`config.mk`:
```
export PLATFORM = sky130hd
export DESIGN_NAME = lab2_proc_inst_queue
export DESIGN_NICKNAME = d
export VERILOG_FILES = /design/src/rtl/lab2_proc_inst_queue.sv
export SDC_FILE = /design/constraint.sdc
export NUM_CORES = 1
export LEC_CHECK = 0
export CAP_MARGIN = 40
export CORE_AREA = 2 2 106 57
export CTS_CLUSTER_SIZE = 14
export DETAILED_ROUTE_END_ITERATION = 10
export DIE_AREA = 0 0 108 59
export DONT_BUFFER_PORTS = 1
export GPL_TIMING_DRIVEN = 0
export PLACE_DENSITY = 0.72
export SLEW_MARGIN = 20
export SYNTH_ARGS = -nofsm -noshare
export SYNTH_HDL_FRONTEND = slang
export SYNTH_SLANG_ARGS = --single-unit
```
`constraint.sdc`:
```
create_clock -name clk -period 4.3 [get_ports clk]
set_input_delay 0.215 -clock clk [delete_from_list [all_inputs] [get_ports clk]]
set_output_delay 0.215 -clock clk [all_outputs]
set_load 0.03 [all_outputs]
```
`src/rtl/lab2_proc_inst_queue.sv`:
```
// Fetch-to-decode instruction queue: buffers imem responses, gates fetch
// with credits and discards stale responses after a redirect.
module lab2_proc_inst_queue #(
  parameter int DEPTH        = 2,
  parameter int MAX_INFLIGHT = 2
) (
  input  logic        clk,
  input  logic        reset,
  input  logic        imemreq_fire,
  output logic        imemreq_credit,
  input  logic        imemresp_val,
  output logic        imemresp_rdy,
  input  logic [31:0] imemresp_data,
  input  logic        squash,
  output logic        inst_val_D,
  input  logic        inst_rdy_D,
  output logic [31:0] inst_D,
  output logic        drop_pending
);

  localparam int PW = (DEPTH > 1) ? $clog2(DEPTH) : 1;
  localparam int CW = $clog2(DEPTH + 1);
  localparam int IW = $clog2(MAX_INFLIGHT + 1);
  localparam int SW = CW + IW + 1;

  logic [31:0]   storage [DEPTH];
  logic [PW-1:0] head;
  logic [PW-1:0] tail;
  logic [CW-1:0] count;
  logic [IW-1:0] inflight;
  logic [IW-1:0] drop_cnt;
  logic [IW-1:0] live;
  logic [SW-1:0] occ;
  logic          resp_fire;
  logic          deq;
  logic          enq;
  logic          drop;

  assign drop_pending = (drop_cnt != '0);
  assign imemresp_rdy = drop_pending
                      | (count < CW'(DEPTH));
  assign resp_fire    = imemresp_val & imemresp_rdy;

  // Requests already doomed by a squash do not consume queue space.
  assign live = inflight - drop_cnt;
  assign occ  = SW'(count) + SW'(live);

  assign imemreq_credit = (occ < SW'(DEPTH))
                        & (inflight < IW'(MAX_INFLIGHT));

  assign inst_val_D = (count != '0);
  assign inst_D     = inst_val_D ? storage[head] : 32'h0;

  assign deq  = inst_val_D & inst_rdy_D & ~squash;
  assign enq  = resp_fire & ~drop_pending & ~squash;
  assign drop = resp_fire & drop_pending;

  always_ff @(posedge clk) begin
    if (enq) storage[tail] <= imemresp_data;
  end

  always_ff @(posedge clk or negedge reset) begin
    if (!reset) begin
      head     <= '0;
      tail     <= '0;
      count    <= '0;
      inflight <= '0;
      drop_cnt <= '0;
    end else begin
      inflight <= inflight
                + IW'(imemreq_fire)
                - IW'(resp_fire);
      if (squash) begin
        head     <= '0;
        tail     <= '0;
        count    <= '0;
        // A request fired this cycle targets the new PC and survives.
        drop_cnt <= inflight - IW'(resp_fire);
      end else begin
        if (enq) tail <= tail + 1'b1;
        if (deq) head <= head + 1'b1;
        unique case ({enq, deq})
          2'b10:   count <= count + CW'(1);
          2'b01:   count <= count - CW'(1);
          default: count <= count;
        endcase
        if (drop) drop_cnt <= drop_cnt - IW'(1);
      end
    end
  end

  a_credit: assert property (
    @(posedge clk) disable iff (!reset)
    imemreq_fire |-> imemreq_credit
  );

  a_resp: assert property (
    @(posedge clk) disable iff (!reset)
    imemresp_val |-> (inflight != '0)
  );

endmodule
```
==> After elaboration in Yosys (flattened, before gate mapping) <==
Memory sizes are Yosys's and may differ from the RTL's.
Cells that the tools add are included.
{ "classes": {"bitwise_logic": 10, "n_eq_ne": 2, "mux": 11, "magnitude_cmp": 3, "n_reduce_logical": 6, "n_addsub": 10} }
{ "ops": {"columns": ["operator", "n"], "rows": [
  ["$mux 32", 1],
  ["$reduce_bool 2->1", 5],
  ["$and 1x1->1", 7],
  ["$mux 1", 6],
  ["$mux 2", 3],
  ["$lt 2x2->1 const B", 2],
  ["$pmux 2 s2", 1],
  ["$sub 2x1->2", 2],
  ["$sub 2x1->2 const B", 2],
  ["$add 2x2->3", 1],
  ["$lt 3x2->1 const B", 1],
  ["$reduce_bool 3->1", 1],
  ["$add 1x1->1 const B", 2],
  ["$add 2x1->2", 1],
  ["$add 2x1->2 const B", 1],
  ["$eq 2x1->1 const B", 1],
  ["$eq 2x2->1 const B", 1],
  ["$not 1->1", 2],
  ["$sub 2x2->2", 1],
  ["$or 1x1->1", 1]
]} }
{ "word_totals": {"mem_count": 1, "reg_bits": 8, "elab_cells": 48, "input_bits": 38, "ram_bits": 64} }
{ "memory_table": {"columns": ["memory", "words", "word_bits", "rd", "rd_ports_with_merged_regs", "write_ports", "line_no", "rtl"], "rows": [
  ["storage", 2, 32, 1, 0, 1, "26", "logic [31:0] storage [DEPTH];"]
]} }

==> Depth between registers and ports, before layout <==
{ "depth": {"word_depth": 8, "ltp_mapped": 8} }

==> Worst setup path after synthesis <==
Ideal clock, no wire load.
{ "synth_path": {"path_kind": "reg2reg", "startpoint": "reg drop_cnt[0]", "endpoint": "mem storage[1][0] (enable)", "path_stages_with_launch": 5, "setup_time_ns": 0.513, "t_arrival_ns": 4.160, "slack_ns": -0.373, "t_required_ns": 3.787, "path_cell_list": "dfrtp_1 > inv_1 > ha_1 > nand2_2 > nor4b_1"} }
{ "synth_via": {"elab_chain_cells": 7} }
{ "synth_rtl": {"columns": ["item", "line_no", "rtl"], "rows": [
  ["start: declaration", "31", "logic [IW-1:0] drop_cnt;"],
  ["start signal: assignment", "78", "drop_cnt <= inflight - IW'(resp_fire);"],
  ["start signal: assignment", "87", "if (drop) drop_cnt <= drop_cnt - IW'(1);"],
  ["$reduce_bool 2->1 *", "39", "assign drop_pending = (drop_cnt != '0);"],
  ["$or 1x1->1", "41", "| (count < CW'(DEPTH));"],
  ["$and 1x1->1", "42", "assign resp_fire = imemresp_val & imemresp_rdy;"],
  ["$and 1x1->1 * (2 in a row)", "55", "assign enq = resp_fire & ~drop_pending & ~squash;"],
  ["$mux 1 *", "59", "if (enq) storage[tail] <= imemresp_data;"],
  ["$mux 1 (implied by the code) *", "59", null],
  ["end: declaration", "26", null]
]} }
Mark *: on every way between the ends. The rest lies on a longest branch, timed or not.

==> Worst setup path after layout <==
{ "layout_path": {"startpoint": "reg drop_cnt[0]", "endpoint": "out imemreq_credit"} }
{ "layout_via": {"elab_chain_cells": 4} }
{ "layout_rtl": {"columns": ["item", "line_no", "rtl"], "rows": [
  ["$sub 2x2->2", "45", "assign live = inflight - drop_cnt;"],
  ["$add 2x2->3", "46", "assign occ = SW'(count) + SW'(live);"],
  ["$lt 3x2->1", "48", "assign imemreq_credit = (occ < SW'(DEPTH))"],
  ["$and 1x1->1", "49", "& (inflight < IW'(MAX_INFLIGHT));"],
  ["end: declaration", "10", "output logic imemreq_credit,"]
]} }
No other way between the ends.

==> impl_metrics.env <==
export IMPL_status="complete, no violations"
export IMPL_ys_warn_count=0
export IMPL_ir_worst_vdd_uv=291
export IMPL_synthXorXnorAreaFrac=0.0209
export IMPL_worstPathRequired_ns=4.09
export IMPL_htree_levels=3
export IMPL_hold_ws_ns=0.0844
export IMPL_wl_um=5010
export IMPL_critical_path_class="flip-flop to output port"
export IMPL_synth_ff_latch_count=72
export IMPL_place_hpwl_um=3310
export IMPL_design_die_area_sq_um=6370
export IMPL_p_leak_uw=0.00127
export IMPL_worstMarginPinSlew_ns=0.585
export IMPL_switchingPower_uw=531
export IMPL_wl_per_cell_um=15.8
export IMPL_synth_area_sq_um=2930
export IMPL_cts_buffers=9
export IMPL_worst_path_max_fanout=3
export IMPL_syn_avg_cell_area_sq_um=15.4
export IMPL_synthSimpleGateAreaFrac=0.0760
export IMPL_final_common_cell="edfxtp_1"
export IMPL_place_ws_ns=2.31
export IMPL_gr_total_overflow=0
export IMPL_p_int_uw=1360
export IMPL_powerDensity_nw_per_um2=512
export IMPL_antenna_left=0
export IMPL_track_usage=0.174
export IMPL_timing_final_ws_setup_ns=1.98
export IMPL_drive_above_1_share=0.127
export IMPL_ios=74
export IMPL_post_cts_buffers=0
export IMPL_synth_top_family_by_area="multiplexers"
export IMPL_drc_errors=0
export IMPL_cts_root_buffer="clkbuf_8"
export IMPL_syn_inst=190
export IMPL_tns_ns=0
export IMPL_drtIter0Drc=85
export IMPL_setup_violations_final=0
export IMPL_max_freq_ghz=0.431
export IMPL_synth_mux_area_frac=0.113
export IMPL_fp_dieH_um=59
export IMPL_synthAdderAreaFrac=0.0239
export IMPL_synth_compound_area_frac=0.0154
export IMPL_cts_tree="built"
export IMPL_hp_class="primary input to flip-flop"
export IMPL_cts_sinks=72
export IMPL_rows=19
export IMPL_end_kind="output port"
export IMPL_grt_pass1_wl_um=7800
export IMPL_max_slew_margin_rel=0.608
export IMPL_clk_pin_slew_worst_paths_ns=0.07
export IMPL_layout_common_cells="edfxtp_1 (64), nor2_1 (36), dlygate4sd3_1 (34)"
export IMPL_n_antenna_cell=0
export IMPL_clockBufferDepth=2
export IMPL_worstSkewPairLatency_ns=0.34
export IMPL_critPathArrivalTime_ns=2.11
export IMPL_nets=284
export IMPL_antenna_found_initial=0
export IMPL_slew_violations=0
export IMPL_vias=1619
export IMPL_gp_congestion=0.775
export IMPL_p_clk_frac=0.326
export IMPL_fp_dieW_um=108
export IMPL_cp_start_kind="flip-flop"
export IMPL_fin_skew_ns=0.00377
export IMPL_period_share=0.540
export IMPL_area_growth_pct=26.0
export IMPL_seq_area_frac_synth=0.724
export IMPL_synth_net_count=233
export IMPL_power_frac_seq=0.450
export IMPL_rsz0062_at_grt="no"
export IMPL_fp_coreArea_sq_um=5350
export IMPL_swShare=0.281
export IMPL_maxCapViolations=0
export IMPL_firstDrtPassIters=4
export IMPL_initial_core_util=0.548
export IMPL_hold_viol=0
export IMPL_fin_crit_ns=2.32
export IMPL_synth_cell_types=26
export IMPL_io_buffers=0
export IMPL_combPwrFrac=0.223
export IMPL_grt_pass1_vias=1659
export IMPL_viasPerCell=5.09
export IMPL_grt_start_max_net_pins=13
## power by group through the flow
stage	registers, uW	clock network, uW	logic, uW
final	850	616	422
after global routing	857	662	459
after CTS	851	627	427
after detailed placement	865	0	394
after global placement	865	0	367
after floorplan	860	0	326
## flip-flops by register name, indices dropped and copies added (netlist names)
| name | flops |
|---|---|
| count | 2 |
| storage | 64 |
| inflight | 2 |
| head | 1 |
| tail | 1 |
| drop_cnt | 2 |
## what timing repair did
item,in CTS,in global routing
endpoints found under the hold margin,73,0
hold buffers,34,0
resized for setup,0,0
## final timing paths
path | startpoint | to | slack [ns] | cells past startpoint
setup / recovery | drop_cnt[0] | imemreq_credit | 1.98 | 5
max in group asynchronous | reset | drop_cnt[0] | 3.80 | 1
hold / removal | imemresp_val | count[1] | 0.08 | 2
min in group asynchronous | reset | count[0] | 0.22 | 1
hold reg to reg | tail | tail | 0.62 | 2
setup reg to reg | drop_cnt[0] | drop_cnt[1] | 2.31 | 8
## logic make-up after synthesis
kind of cell             Yosys count
adder cells (fa/ha/maj)            5
AO/OA/AOI/OAI                      7
flip-flops                        72
AND/OR/NAND/NOR                   50
buffers and inverters             16
XOR/XNOR                           7
multiplexers                      33
## critical path, stage by stage (launching register included)
cell and delay [ns]:
dfrtp_1 0.41, ha_1 0.20, xor2_1 0.15, xnor2_1 0.15, fa_1 0.51, and3b_1 0.35
## cell usage after synthesis (all sizes together)
cell type | count | area share
dfrtp | 8 | 0.068
mux2i | 33 | 0.11
nor4b | 1 | 0.0030
a32oi | 1 | 0.0030
edfxtp | 64 | 0.66
xor2 | 3 | 0.0090
clkbuf | 1 | 0.0013
nand2b | 2 | 0.0043
o21ai | 2 | 0.0034
a21oi | 2 | 0.0034
and2 | 1 | 0.0021
nor2b | 3 | 0.0064
a22oi | 1 | 0.0026
inv | 7 | 0.0090
o31a | 1 | 0.0030
nand2 | 3 | 0.0047
nor2 | 36 | 0.046
and3b | 1 | 0.0030
ha | 4 | 0.017
fa | 1 | 0.0068
xnor2 | 4 | 0.012
buf | 8 | 0.016
or3 | 2 | 0.0043
nor4 | 1 | 0.0021
## final cells by class
class	instances	area, sq um
inverters	7	26.3
flip-flops and latches	72	2120
plain buffers	9	51.3
repair buffers	40	408
multi-input cells	102	759
fillers	385	1660
clock buffers	9	124
clock inverters	6	108
well taps	73	91.3
## routing by layer
layer,vias up,track usage,share of wire
met1,787,0.181,0.39
met5,-,0,0
met2,42,0.309,0.55
met4,0,0.0604,0.011
met3,6,0.0901,0.053
li1,784,-,-
## per-stage QoR
step	util	power, uW	instance area, sq um	instances
after detailed placement	0.583	1260	3120	269
after CTS	0.690	1900	3690	318
after floorplan	-	1190	2940	190
after global placement	0.567	1230	3030	263
final	0.690	1890	3690	318
after global routing	0.690	1980	3690	318
Power figures use the tool's default switching activity.
